`src/rtl/adc_spi_frame_capture.sv`:
```
// Capture engine for one dual-DOUT simultaneous-sampling SAR ADC: CONVST pulse, BUSY wait, parallel SPI read into a FIFO.
// Optional BUSY_TIMEOUT_EN adds a busy-wait timeout and a sticky timeout_err output.
`timescale 1ns/1ps

module adc_spi_frame_capture #(
   parameter int SCLK_HALF    = 2,
   parameter int SAMPLE_BITS  = 16,
   parameter int CH_PER_LINE  = 4,
   parameter int CONVST_CYC   = 4,
   parameter int RST_CYC      = 8,
   parameter int FIFO_DEPTH   = 8,
   parameter int BUSY_TIMEOUT = 4096
) (
   input  logic                     clk,
   input  logic                     reset,
   input  logic                     enable,
   input  logic                     trigger,
   output logic                     convst,
   output logic                     cs_n,
   output logic                     sclk,
   output logic                     adc_reset,
   input  logic                     busy,
   input  logic                     miso_0,
   input  logic                     miso_1,
   output logic [2*SAMPLE_BITS-1:0] out_data,
   output logic [1:0]               out_ch,
   output logic                     out_sop,
   output logic                     out_valid,
   input  logic                     out_ready,
   output logic                     overrun,
`ifdef BUSY_TIMEOUT_EN
   output logic                     timeout_err,
`endif
   input  logic                     clr_err
);

   localparam int FRAME_BITS = CH_PER_LINE * SAMPLE_BITS;
   localparam int BIT_W      = $clog2(FRAME_BITS);
   localparam int SB_W       = $clog2(SAMPLE_BITS);
   localparam int PTR_W      = $clog2(FIFO_DEPTH);
   localparam int ENTRY_W    = 2 * SAMPLE_BITS + 3;
   localparam int MAX_A      = (RST_CYC > CONVST_CYC) ? RST_CYC : CONVST_CYC;
   localparam int MAX_B      = (SCLK_HALF > BUSY_TIMEOUT) ? SCLK_HALF : BUSY_TIMEOUT;
   localparam int CNT_MAX    = (MAX_A > MAX_B) ? MAX_A : MAX_B;
   localparam int CNT_W      = $clog2(CNT_MAX + 1);

   typedef enum logic [2:0] {POR, IDLE, CONV, WAIT_HI, WAIT_LO, SHIFT} state_t;

   state_t                 state;
   state_t                 next_state;
   logic [CNT_W-1:0]       cnt;
   logic                   phase;
   logic [BIT_W-1:0]       bit_cnt;
   logic [SAMPLE_BITS-2:0] sr0;
   logic [SAMPLE_BITS-2:0] sr1;

   logic half_done;
   logic sample;
   logic last_bit;
   logic busy_timeout;

   assign half_done = (state == SHIFT) && (cnt == CNT_W'(SCLK_HALF - 1));
   assign sample    = half_done && !phase;
   assign last_bit  = half_done && phase && (bit_cnt == BIT_W'(FRAME_BITS - 1));

`ifdef BUSY_TIMEOUT_EN
   assign busy_timeout = (cnt == CNT_W'(BUSY_TIMEOUT - 1));
`else
   assign busy_timeout = 1'b0;
`endif

   always_ff @(posedge clk or posedge reset) begin
      if (reset) state <= POR;
      else       state <= next_state;
   end

   always_comb begin
      next_state = state;
      case (state)
         POR:     if (cnt == CNT_W'(RST_CYC - 1))    next_state = IDLE;
         IDLE:    if (trigger && enable)             next_state = CONV;
         CONV:    if (cnt == CNT_W'(CONVST_CYC - 1)) next_state = WAIT_HI;
         WAIT_HI: if (busy)                          next_state = WAIT_LO;
                  else if (busy_timeout)             next_state = IDLE;
         WAIT_LO: if (!busy)                         next_state = SHIFT;
                  else if (busy_timeout)             next_state = IDLE;
         SHIFT:   if (last_bit)                      next_state = IDLE;
         default:                                    next_state = POR;
      endcase
   end

   always_comb begin
      convst    = 1'b1;
      cs_n      = 1'b1;
      sclk      = 1'b1;
      adc_reset = 1'b0;
      case (state)
         POR:     adc_reset = 1'b1;
         CONV:    convst    = 1'b0;
         SHIFT: begin
            cs_n = 1'b0;
            sclk = phase;
         end
         default: ;
      endcase
   end

   // One counter times every state; it restarts on each state change so each wait gets its own budget.
   always_ff @(posedge clk or posedge reset) begin
      if (reset) begin
         cnt     <= '0;
         phase   <= 1'b0;
         bit_cnt <= '0;
         sr0     <= '0;
         sr1     <= '0;
      end else if (state != next_state) begin
         cnt     <= '0;
         phase   <= 1'b0;
         bit_cnt <= '0;
         sr0     <= '0;
         sr1     <= '0;
      end else if (half_done) begin
         cnt   <= '0;
         phase <= ~phase;
         if (phase) begin
            bit_cnt <= bit_cnt + 1'b1;
         end else begin
            sr0 <= {sr0[SAMPLE_BITS-3:0], miso_0};
            sr1 <= {sr1[SAMPLE_BITS-3:0], miso_1};
         end
      end else begin
         cnt <= cnt + 1'b1;
      end
   end

   logic               push;
   logic [1:0]         push_ch;
   logic [ENTRY_W-1:0] push_entry;

   // The last bit of each word is taken straight from the pins so the word is pushed on its final sample edge.
   assign push       = sample && (bit_cnt[SB_W-1:0] == {SB_W{1'b1}});
   assign push_ch    = 2'(bit_cnt >> SB_W);
   assign push_entry = {(push_ch == 2'd0), push_ch, sr0, miso_0, sr1, miso_1};

   logic [ENTRY_W-1:0] mem [FIFO_DEPTH];
   logic [PTR_W:0]     wr_ptr;
   logic [PTR_W:0]     rd_ptr;
   logic               full;
   logic               pop;
   logic               push_ok;
   logic               drop;
   logic [ENTRY_W-1:0] head;

   assign full    = (wr_ptr[PTR_W] != rd_ptr[PTR_W]) && (wr_ptr[PTR_W-1:0] == rd_ptr[PTR_W-1:0]);
   assign pop     = out_valid && out_ready;
   assign push_ok = push && (!full || pop);
   assign drop    = push && full && !pop;
   assign head    = mem[rd_ptr[PTR_W-1:0]];

   assign out_valid = (wr_ptr != rd_ptr);
   assign out_sop   = out_valid ? head[ENTRY_W-1] : 1'b0;
   assign out_ch    = out_valid ? head[ENTRY_W-2 -: 2] : 2'd0;
   assign out_data  = out_valid ? head[2*SAMPLE_BITS-1:0] : '0;

   always_ff @(posedge clk) begin
      if (push_ok) mem[wr_ptr[PTR_W-1:0]] <= push_entry;
   end

   always_ff @(posedge clk or posedge reset) begin
      if (reset) begin
         wr_ptr <= '0;
         rd_ptr <= '0;
      end else begin
         if (push_ok) wr_ptr <= wr_ptr + 1'b1;
         if (pop)     rd_ptr <= rd_ptr + 1'b1;
      end
   end

   // A new error in the same cycle as clr_err wins.
   logic trig_missed;
   assign trig_missed = trigger && (state != IDLE);

   always_ff @(posedge clk or posedge reset) begin
      if (reset)                     overrun <= 1'b0;
      else if (drop || trig_missed)  overrun <= 1'b1;
      else if (clr_err)              overrun <= 1'b0;
   end

`ifdef BUSY_TIMEOUT_EN
   logic timeout_hit;
   assign timeout_hit = busy_timeout && (((state == WAIT_HI) && !busy) || ((state == WAIT_LO) && busy));

   always_ff @(posedge clk or posedge reset) begin
      if (reset)            timeout_err <= 1'b0;
      else if (timeout_hit) timeout_err <= 1'b1;
      else if (clr_err)     timeout_err <= 1'b0;
   end
`endif

endmodule

```
`config.mk`:
```
export PLATFORM = sky130hd
export DESIGN_NAME = adc_spi_frame_capture
export DESIGN_NICKNAME = d
export VERILOG_FILES = /design/src/rtl/adc_spi_frame_capture.sv
export SDC_FILE = /design/constraint.sdc
export NUM_CORES = 1
export LEC_CHECK = 0
export CORE_MARGIN = 8
export CORE_UTILIZATION = 38
export CTS_CLUSTER_DIAMETER = 100
export DETAILED_ROUTE_END_ITERATION = 8
export GPL_ROUTABILITY_DRIVEN = 0
export PLACE_DENSITY = 0.57
export SYNTH_ARGS = -nofsm -noshare
export SYNTH_HDL_FRONTEND = slang
export SYNTH_SLANG_ARGS = --single-unit
```
`constraint.sdc`:
```
create_clock -name clk -period 6.9 [get_ports clk]
set_input_delay 1.035 -clock clk [delete_from_list [all_inputs] [get_ports clk]]
set_output_delay 1.035 -clock clk [all_outputs]
set_load 0.02 [all_outputs]
```
# Word level (Yosys, flattened, before mapping)
# Memories as Yosys holds them, arrays and structs flattened.
# Cells that the tools add are included.
# totals
ram_bits	280
word_cells	86
regBits	62
mem_count	1
inputBits	9
# op_classes
mux	31
n_eq_ne	16
n_addsub	4
bitwise	1
reduce_logical	24
# mem_list
name	depth	width	rd	rd_clocked_by_memory_dff	write_ports	line	rtl
mem	8	35	1	0	1	145	logic [ENTRY_W-1:0] mem [FIFO_DEPTH];
# ops
operator	n
two-way mux 15 bit	6
two-way mux 32 bit	1
two-way mux 13 bit	2
two-way mux 3 bit	6
two-way mux 6 bit	3
case mux 3 bit (6 select lines)	1
adder 13 x 1 -> 13 bit, second input constant	1
== test 13 x 1 -> 1 bit, second input constant	1
== test 13 x 2 -> 1 bit, second input constant	1
== test 13 x 3 -> 1 bit, second input constant	1
logical AND 1 bit	12
two-way mux 1 bit	11
adder 4 x 1 -> 4 bit, second input constant	2
adder 6 x 1 -> 6 bit, second input constant	1
== test 3 x 2 -> 1 bit, second input constant	2
== test 3 bit, second input constant	2
== test 6 bit, second input constant	1
nonzero test 2 bit	3
== test 4 bit, second input constant	1
!= test 4 bit	1
AND reduction 2 bit	2
== test 3 x 1 -> 1 bit, second input constant	1
== test 3 bit	1
zero test 1 bit	3
9 further kinds	10

# Longest topological paths before layout
# Gate-level depths: netlist of run 1.
# logic_depth
word_depth	9
mapped_depth	8

# Worst setup path before layout of run 1
# No wires, ideal clock.
# synth_path
path_type	input port to flip-flop
from	input port out_ready
to	memory mem[1][0] (netlist name), enable pin
setup_slack_ns	1.427
stages	3
t_arrival_ns	4.945
path_cell_list	or3_1 > nand2_1 > nor4b_1
# synth_between
elab_chain_len	5
# synth_lines
item	line	rtl
from (decl)	29	input logic out_ready,
logical AND 1 bit	155	assign pop = out_valid && out_ready;
logical OR 1 bit	156	assign push_ok = push && (!full || pop);
logical AND 1 bit	156	
two-way mux 1 bit	166	if (push_ok) mem[wr_ptr[PTR_W-1:0]] <= push_entry;
two-way mux 1 bit (not written as such)	166	
to (decl)	145	
# No other way between the ends.

# Worst setup path in the final report of run 1
# layout_path
from	register rd_ptr[0]
to	output port out_data[7]
# layout_between
elab_chain_len	2
# layout_lines
item	line	rtl
from (decl)	147	logic [PTR_W:0] rd_ptr;
from (signal assigned)	175	if (pop) rd_ptr <= rd_ptr + 1'b1;
memory read (8 x 35 bit) or != test 4 bit (tied branches)	--	
two-way mux 32 bit *	163	assign out_data = out_valid ? head[2*SAMPLE_BITS-1:0] : '0;
to (decl)	25	output logic [2*SAMPLE_BITS-1:0] out_data,
# Mark *: on every way between the ends. The rest lies on a longest branch, timed or not.

==> run summary, run 1 <==
Filler Cells Inserted - 3050
initial detailed-routing violation count - 314
most area-consuming cells after synthesis - sky130_fd_sc_hd__edfxtp_1, sky130_fd_sc_hd__mux4_2, sky130_fd_sc_hd__dfrtp_1
Clock Path Buffers - 3
post-synth cell types - 46
number of sinks driven by the clock tree - 342
WP data arrival - 3.64 ns
routed len/inst - 20.4 µm
routed wire length - 26.9 mm
worst clock skew on the final layout - 0.0114 ns
outcome - finished clean
headroom to the max-slew limit - 27.5%
TritonCTS clock tree - done
sequential cell area - 9970 µm²
Std-Cell Core Area - 35500 µm²
count of endpoints failing setup in the final report - 0
number of buffers inserted during clock tree synthesis - 38
total setup buffers inserted after CTS - 0
top achievable clock speed - 214 MHz
Core Util, Final - 44.9%
warning count from the yosys run - 0
H-Tree Level Count - 2
worst setup path category - flip-flop to output pin
source-to-sink clock delay at the later pin of the worst-skew pair - 0.52 ns
Final Slew Violations - 0
initial antenna violation count - 0
largest net degree at the start of global routing - 74
Hold WC Path Type - flip-flop to flip-flop
Final Hold Fails - 0
first-pass GRT wire length - 42.3 mm
final worst path period share - 67.7%
fraction of layout instances using a drive strength above 1 - 19.2%
Max IR drop VDD - 0.147 mV
most frequent standard cell in the layout excluding fill and tap cells - sky130_fd_sc_hd__edfxtp_1
effective utilization at floorplan - 38.5%
number of rows created at floorplan - 69
required time worst endpoint - 5.86 ns
largest driver fanout on the critical path - 42
Cells after Synth - 768
via count - 6723
count of state elements after synthesis - 342
number of nets with antenna violations after detailed routing - 0
mean instance size in the synthesized netlist - 17.8 µm²
number of input and output port buffers inserted - 49
Worst-Margin Slew - 1.09 ns
Post-CTS Resized - 0
area taken by multi-input logic gates - 3510 µm²
ant diodes - 0
detailed placement HPWL - 13.4 mm
final worst path period need - 4.67 ns
hold-fix buffer count after cts - 0
cell area after synthesis - 13700 µm²
horizontal extent of the die - 206 µm
area growth from synthesis to final layout - 16.7%
via count of the first global-routing pass - 7176
global-route usage over all layers - 12.9%
proportion of synthesized chip area in sequential cells - 72.9%
area fraction of the dominant cell type after synthesis - 61.5%
area leader, netlist - sky130_fd_sc_hd__edfxtp_1
chip height - 206 µm
via count normalized by instance count - 5.10
Worst-path clk slew - 0.06 ns
kind of start point of the critical path - flip-flop
leakage component of the power - 5.34 nW
top library cells by usage in the layout, fill and taps aside - sky130_fd_sc_hd__edfxtp_1, sky130_fd_sc_hd__nand2_1, sky130_fd_sc_hd__mux4_2
RSZ-0062 raised after global routing - false
count of unresolved DRC violations after routing - 0
number of optimization iterations in the first detailed-route pass - 4
number of nets in the layout - 840
dominant register cell in the synthesized netlist - sky130_fd_sc_hd__edfxtp_1
Total Die Area - 42300 µm²
global route total overflow - 0
Clock Root Buffer - sky130_fd_sc_hd__clkbuf_16
total power per unit cell area - 270 nW/µm²
net count after synthesis - 782
max-cap viol count - 0
Ports - 50
category of the worst setup path capture point - output pin
setup TNS after final layout - 0 ns
proportion of register bits with asynchronous set or reset after synthesis - 18.1%
number of enable flip-flop cells after synthesis - 280
[cell families after synthesis]
kind of cell	Yosys count	synth area share, %
adders and majority gates	5	0.458
and+or+nand+nor	195	6.91
DFF	342	72.9
muxes	108	14.3
buffers and inverters	48	1.82
xor gates and xnor gates	28	1.79
AOI/OAI and AO/OA	42	1.79
[per-stage QoR]
stage / total power, mW / instance area, µm² / std cells / hold WS [ns] / setup slack (ns)
after floorplan: 2.30 / 13700 / 768 / 0.462 / 1.43
after global placement: 2.32 / 14700 / 1247 / 0.482 / 2.56
after detailed placement: 2.32 / 14700 / 1247 / 0.484 / 2.58
after CTS: 4.37 / 15900 / 1317 / 0.494 / 2.01
after global routing: 4.45 / 15900 / 1317 / 0.516 / 1.90
final: 4.31 / 15900 / 1317 / 0.495 / 2.23
[power by group]
group | total (mW) | switching [mW] | internal [mW]
sequential | 2.25 | 0.0183 | 2.23
combinational | 0.0258 | 0.0157 | 0.0101
clock | 2.03 | 0.777 | 1.25
[Yosys cell counts (4+ instances only)]
cell type                  instances
sky130_fd_sc_hd__edfxtp_1        280
sky130_fd_sc_hd__xor2_1           15
sky130_fd_sc_hd__nand4_1           7
sky130_fd_sc_hd__a21oi_1          33
sky130_fd_sc_hd__nor3_1            7
sky130_fd_sc_hd__clkbuf_1         10
sky130_fd_sc_hd__ha_1              5
sky130_fd_sc_hd__xnor2_1          13
sky130_fd_sc_hd__nor2_1           63
sky130_fd_sc_hd__buf_2            22
sky130_fd_sc_hd__nand2_1          76
sky130_fd_sc_hd__and3_1            6
sky130_fd_sc_hd__mux4_2           70
sky130_fd_sc_hd__buf_1             6
sky130_fd_sc_hd__and4_1            4
sky130_fd_sc_hd__nand3_1           8
sky130_fd_sc_hd__buf_6             5
sky130_fd_sc_hd__dfrtp_1          62
sky130_fd_sc_hd__mux2i_1          36
[critical path, cell delays in order, from the launching register on]
cell and delay [ns]:
sky130_fd_sc_hd__dfrtp_4 0.99, sky130_fd_sc_hd__buf_4 0.67, sky130_fd_sc_hd__mux4_2 0.59, sky130_fd_sc_hd__mux2i_1 0.22
sky130_fd_sc_hd__nor2_1 0.06, sky130_fd_sc_hd__clkdlybuf4s50_1 0.58
[registers in the layout, summed over array words and instances, names as in the netlist]
signal / count
mem: 280
sr1: 15
overrun: 1
cnt: 13
phase: 1
bit_cnt: 6
sr0: 15
rd_ptr: 4
state: 3
wr_ptr: 4
[worst paths after layout]
| path | from | end | slack (ns) | cells after the start |
|---|---|---|---|---|
| min reg2reg | rd_ptr[3] | rd_ptr[3] | 0.49 | 1 |
| min | rd_ptr[3] | rd_ptr[3] | 0.49 | 1 |
| max | rd_ptr[0] | out_data[7] | 2.23 | 5 |
| max in group asynchronous | reset | rd_ptr[0] | 5.10 | 3 |
| max reg2reg | cnt[1] | mem[6][6] | 3.82 | 9 |
| min in group asynchronous | reset | cnt[1] | 1.12 | 3 |
[metal layers]
layer / vias to the layer above / track usage, % / share of wire [%]
li1: 3079 / - / -
met1: 3482 / 17.0 / 44
met2: 122 / 21.8 / 49
met3: 40 / 2.46 / 4.9
met4: 0 / 3.29 / 1.5
met5: - / 0 / 0
[cell type report]
class / instances / area share (%)
flip-flops and latches: 342 / 62.5
multi-input cells: 378 / 22.0
clock buffers: 50 / 6.50
repair buffers: 62 / 3.69
well taps: 461 / 3.62
clock inverters: 20 / 1.55
inverters: 4 / 0.0942
(Power assumes the default switching activity.)
==> inputs of run 2 (changes only) <==
- clock period: 6.9 -> 4.5 ns (I/O delays scaled with it)
==> run 2 against run 1 <==
Effect of this change:
- count of clock-buffer cells in the layout down 5
- sequential share of layout area down 0.098 points
- sequential power up 53%
- sequential cell count unchanged
- clock skew down 0.0011 ns
- critical path depth unchanged
- register-to-register slack worse by 2.3 ns
- via count up 0.46%
- global-route usage up 0.30 points
- setup slack worse by 1.7 ns
- utilization up 0.071 points
- die area unchanged
==> run summary, run 2 (synthesis gave the netlist of run 1 again) <==
hold-fix buffer count after cts - 0 (unchanged)
Final Hold Fails - 0 (unchanged)
final std cell area, no fill - 16000 µm² (was 15900 µm²)
via count - 6754 (was 6723)
Total Die Area - 42300 µm² (unchanged)
Ports - 50 (unchanged)
number of nets in the layout - 844 (was 840)
first-pass GRT wire length - 42.9 mm (was 42.3 mm)
max FFs per register - 280 (unchanged)
count of endpoints failing setup in the final report - 0 (unchanged)
Hold WC Path Type - flip-flop to flip-flop (unchanged)
dpl ws - 0.971 ns (was 2.58 ns)
top achievable clock speed - 252 MHz
number of input and output port buffers inserted - 49 (unchanged)
final worst path period share - 88.1%
ant diodes - 0 (unchanged)
worst clock skew on the final layout - 0.0103 ns (was 0.0114 ns)
critical path depth in cells - 5 (unchanged)
Final Slew Violations - 0 (unchanged)
Total Power - 6.54 mW (was 4.31 mW)
headroom to the max-slew limit - 24.2% (was 27.5%)
kind of start point of the critical path - flip-flop (unchanged)
number of sinks driven by the clock tree - 342 (unchanged)
number of rows created at floorplan - 69 (unchanged)
H-Tree Level Count - 2 (unchanged)
number of nets with antenna violations after detailed routing - 0 (unchanged)
Worst-path clk slew - 0.06 ns (about the same)
most frequent standard cell in the layout excluding fill and tap cells - sky130_fd_sc_hd__edfxtp_1 (unchanged)
Slowest cell on crit path - sky130_fd_sc_hd__dfrtp_4 (unchanged)
global route total overflow - 0 (unchanged)
delay-heaviest family, CP - buffers and inverters (unchanged)
Max IR drop VDD - 0.203 mV (was 0.147 mV)
Std-Cell Core Area - 35500 µm² (unchanged)
source-to-sink clock delay at the later pin of the worst-skew pair - 0.52 ns (about the same)
area growth from synthesis to final layout - 16.9% (was 16.7%)
Clock Path Buffers - 3 (unchanged)
initial antenna violation count - 0 (unchanged)
Filler Cells Inserted - 3012 (was 3050)
routed len/inst - 20.6 µm (was 20.4 µm)
Worst-Margin Slew - 1.14 ns (was 1.09 ns)
top library cells by usage in the layout, fill and taps aside - sky130_fd_sc_hd__edfxtp_1, sky130_fd_sc_hd__nand2_1, sky130_fd_sc_hd__mux4_2 (unchanged)
Core Util, Final - 45.0% (was 44.9%)
global-route usage over all layers - 13.2% (was 12.9%)
total setup buffers inserted after CTS - 0 (unchanged)
WP data arrival - 3.29 ns (was 3.64 ns)
sequential cell area - 9970 µm² (unchanged)
detailed placement HPWL - 14.5 mm (was 13.4 mm)
largest net degree at the start of global routing - 51 (was 74)
required time worst endpoint - 3.83 ns (was 5.86 ns)
initial detailed-routing violation count - 339 (was 314)
routed wire length - 27.2 mm (was 26.9 mm)
grt met2 use - 22.4% (was 21.8%)
largest driver fanout on the critical path - 45 (was 42)
delay of the slowest cell on the worst path - 0.84 ns (was 0.99 ns)
TritonCTS clock tree - done (unchanged)
final worst path period need - 3.97 ns
Clock Root Buffer - sky130_fd_sc_hd__clkbuf_16 (unchanged)
critical path cell sequence - buf_12 > mux4_2 > mux2i_1 > nor2_1 > clkdlybuf4s50_1 (was buf_4 > mux4_2 > mux2i_1 > nor2_1 > clkdlybuf4s50_1)
worst setup path category - flip-flop to output pin (unchanged)
R2R depth - 7 (was 9)
via count normalized by instance count - 5.12 (was 5.10)
routing layer with the top usage in global route - met2 (unchanged)
outcome - finished clean (unchanged)
final worst slack - 0.533 ns (was 2.23 ns)
chip height - 206 µm (unchanged)
max-cap viol count - 0 (unchanged)
number of buffers inserted during clock tree synthesis - 36 (was 38)
effective utilization at floorplan - 38.5% (unchanged)
total placed instance area - 14700 µm² (about the same)
Critical path buffers and inverters - 2 (unchanged)
met1 Track Usage GR - 17.4% (was 17.0%)
RSZ-0062 raised after global routing - false (unchanged)
category of the worst setup path capture point - output pin (unchanged)
total power per unit cell area - 410 nW/µm² (was 270 nW/µm²)
number of optimization iterations in the first detailed-route pass - 5 (was 4)
leakage component of the power - 5.36 nW (was 5.34 nW)
horizontal extent of the die - 206 µm (unchanged)
met3 Use GR - 2.44% (was 2.46%)
count of unresolved DRC violations after routing - 0 (unchanged)
area taken by multi-input logic gates - 3530 µm² (was 3510 µm²)
Post-CTS Resized - 0 (unchanged)
via count of the first global-routing pass - 7115 (was 7176)
Hold Crit Depth - 1 (unchanged)
fraction of layout instances using a drive strength above 1 - 20.3% (was 19.2%)
setup TNS after final layout - 0 ns (unchanged)
-- run 2: changes by cell type in the layout (fill, tap and decap cells not counted), moves of 2 or more --
cell,change
sky130_fd_sc_hd__buf_4,+5
sky130_fd_sc_hd__clkbuf_1,-5
sky130_fd_sc_hd__clkinv_1,-3
sky130_fd_sc_hd__inv_6,+3
sky130_fd_sc_hd__clkinv_2,+2
sky130_fd_sc_hd__clkinv_8,-2
sky130_fd_sc_hd__clkinvlp_4,+2
sky130_fd_sc_hd__nor4b_2,-2
sky130_fd_sc_hd__nor4b_4,+2
-- run 2: cell type report --
class,count,area share [%]
clock buffers,45,6.31
clock inverters,21,1.41
inverters,4,0.0940
multi-input cells,378,22.1
flip-flops and latches,342,62.4
well taps,461,3.61
repair buffers,68,4.04
-- run 2: worst paths after layout --
path | from | end | slack [ns]
max in group asynchronous | reset | sr1[5] | 3.25
min in group asynchronous | reset | sr0[9] | 0.51
min | rd_ptr[3] | rd_ptr[3] | 0.49
max reg2reg | cnt[6] | mem[3][20] | 1.52
min reg2reg | rd_ptr[3] | rd_ptr[3] | 0.49
max | rd_ptr[0] | out_data[29] | 0.53
-- run 2: where the power goes --
| part | switching [mW] | internal [mW] |
|---|---|---|
| Combinational | 0.0251 | 0.0160 |
| Clock | 1.22 | 1.83 |
| Sequential | 0.0284 | 3.43 |
| Total | 1.27 | 5.27 |
-- run 2: worst reg2reg max path, stage by stage (launching register included) --
cell                      delay [ns]
sky130_fd_sc_hd__dfrtp_1        0.47
sky130_fd_sc_hd__nor4_4         0.39
sky130_fd_sc_hd__and4_1         0.23
sky130_fd_sc_hd__buf_4          0.38
sky130_fd_sc_hd__o311a_4        0.32
sky130_fd_sc_hd__nand2_2        0.11
sky130_fd_sc_hd__nor3b_4        0.24
sky130_fd_sc_hd__buf_4          0.45
-- run 2: stage by stage --
stage	hold slack [ns]	std cells
final	0.491	1319
after global routing	0.515	1319
after CTS	0.491	1319
after detailed placement	0.482	1253
after global placement	0.480	1253
after floorplan	0.462	768
-- run 2: routing by layer --
metal	part of all wire [%]	up-vias
met5	0	-
met3	4.2	39
met4	1.9	0
met2	49	120
li1	-	3088
met1	45	3507
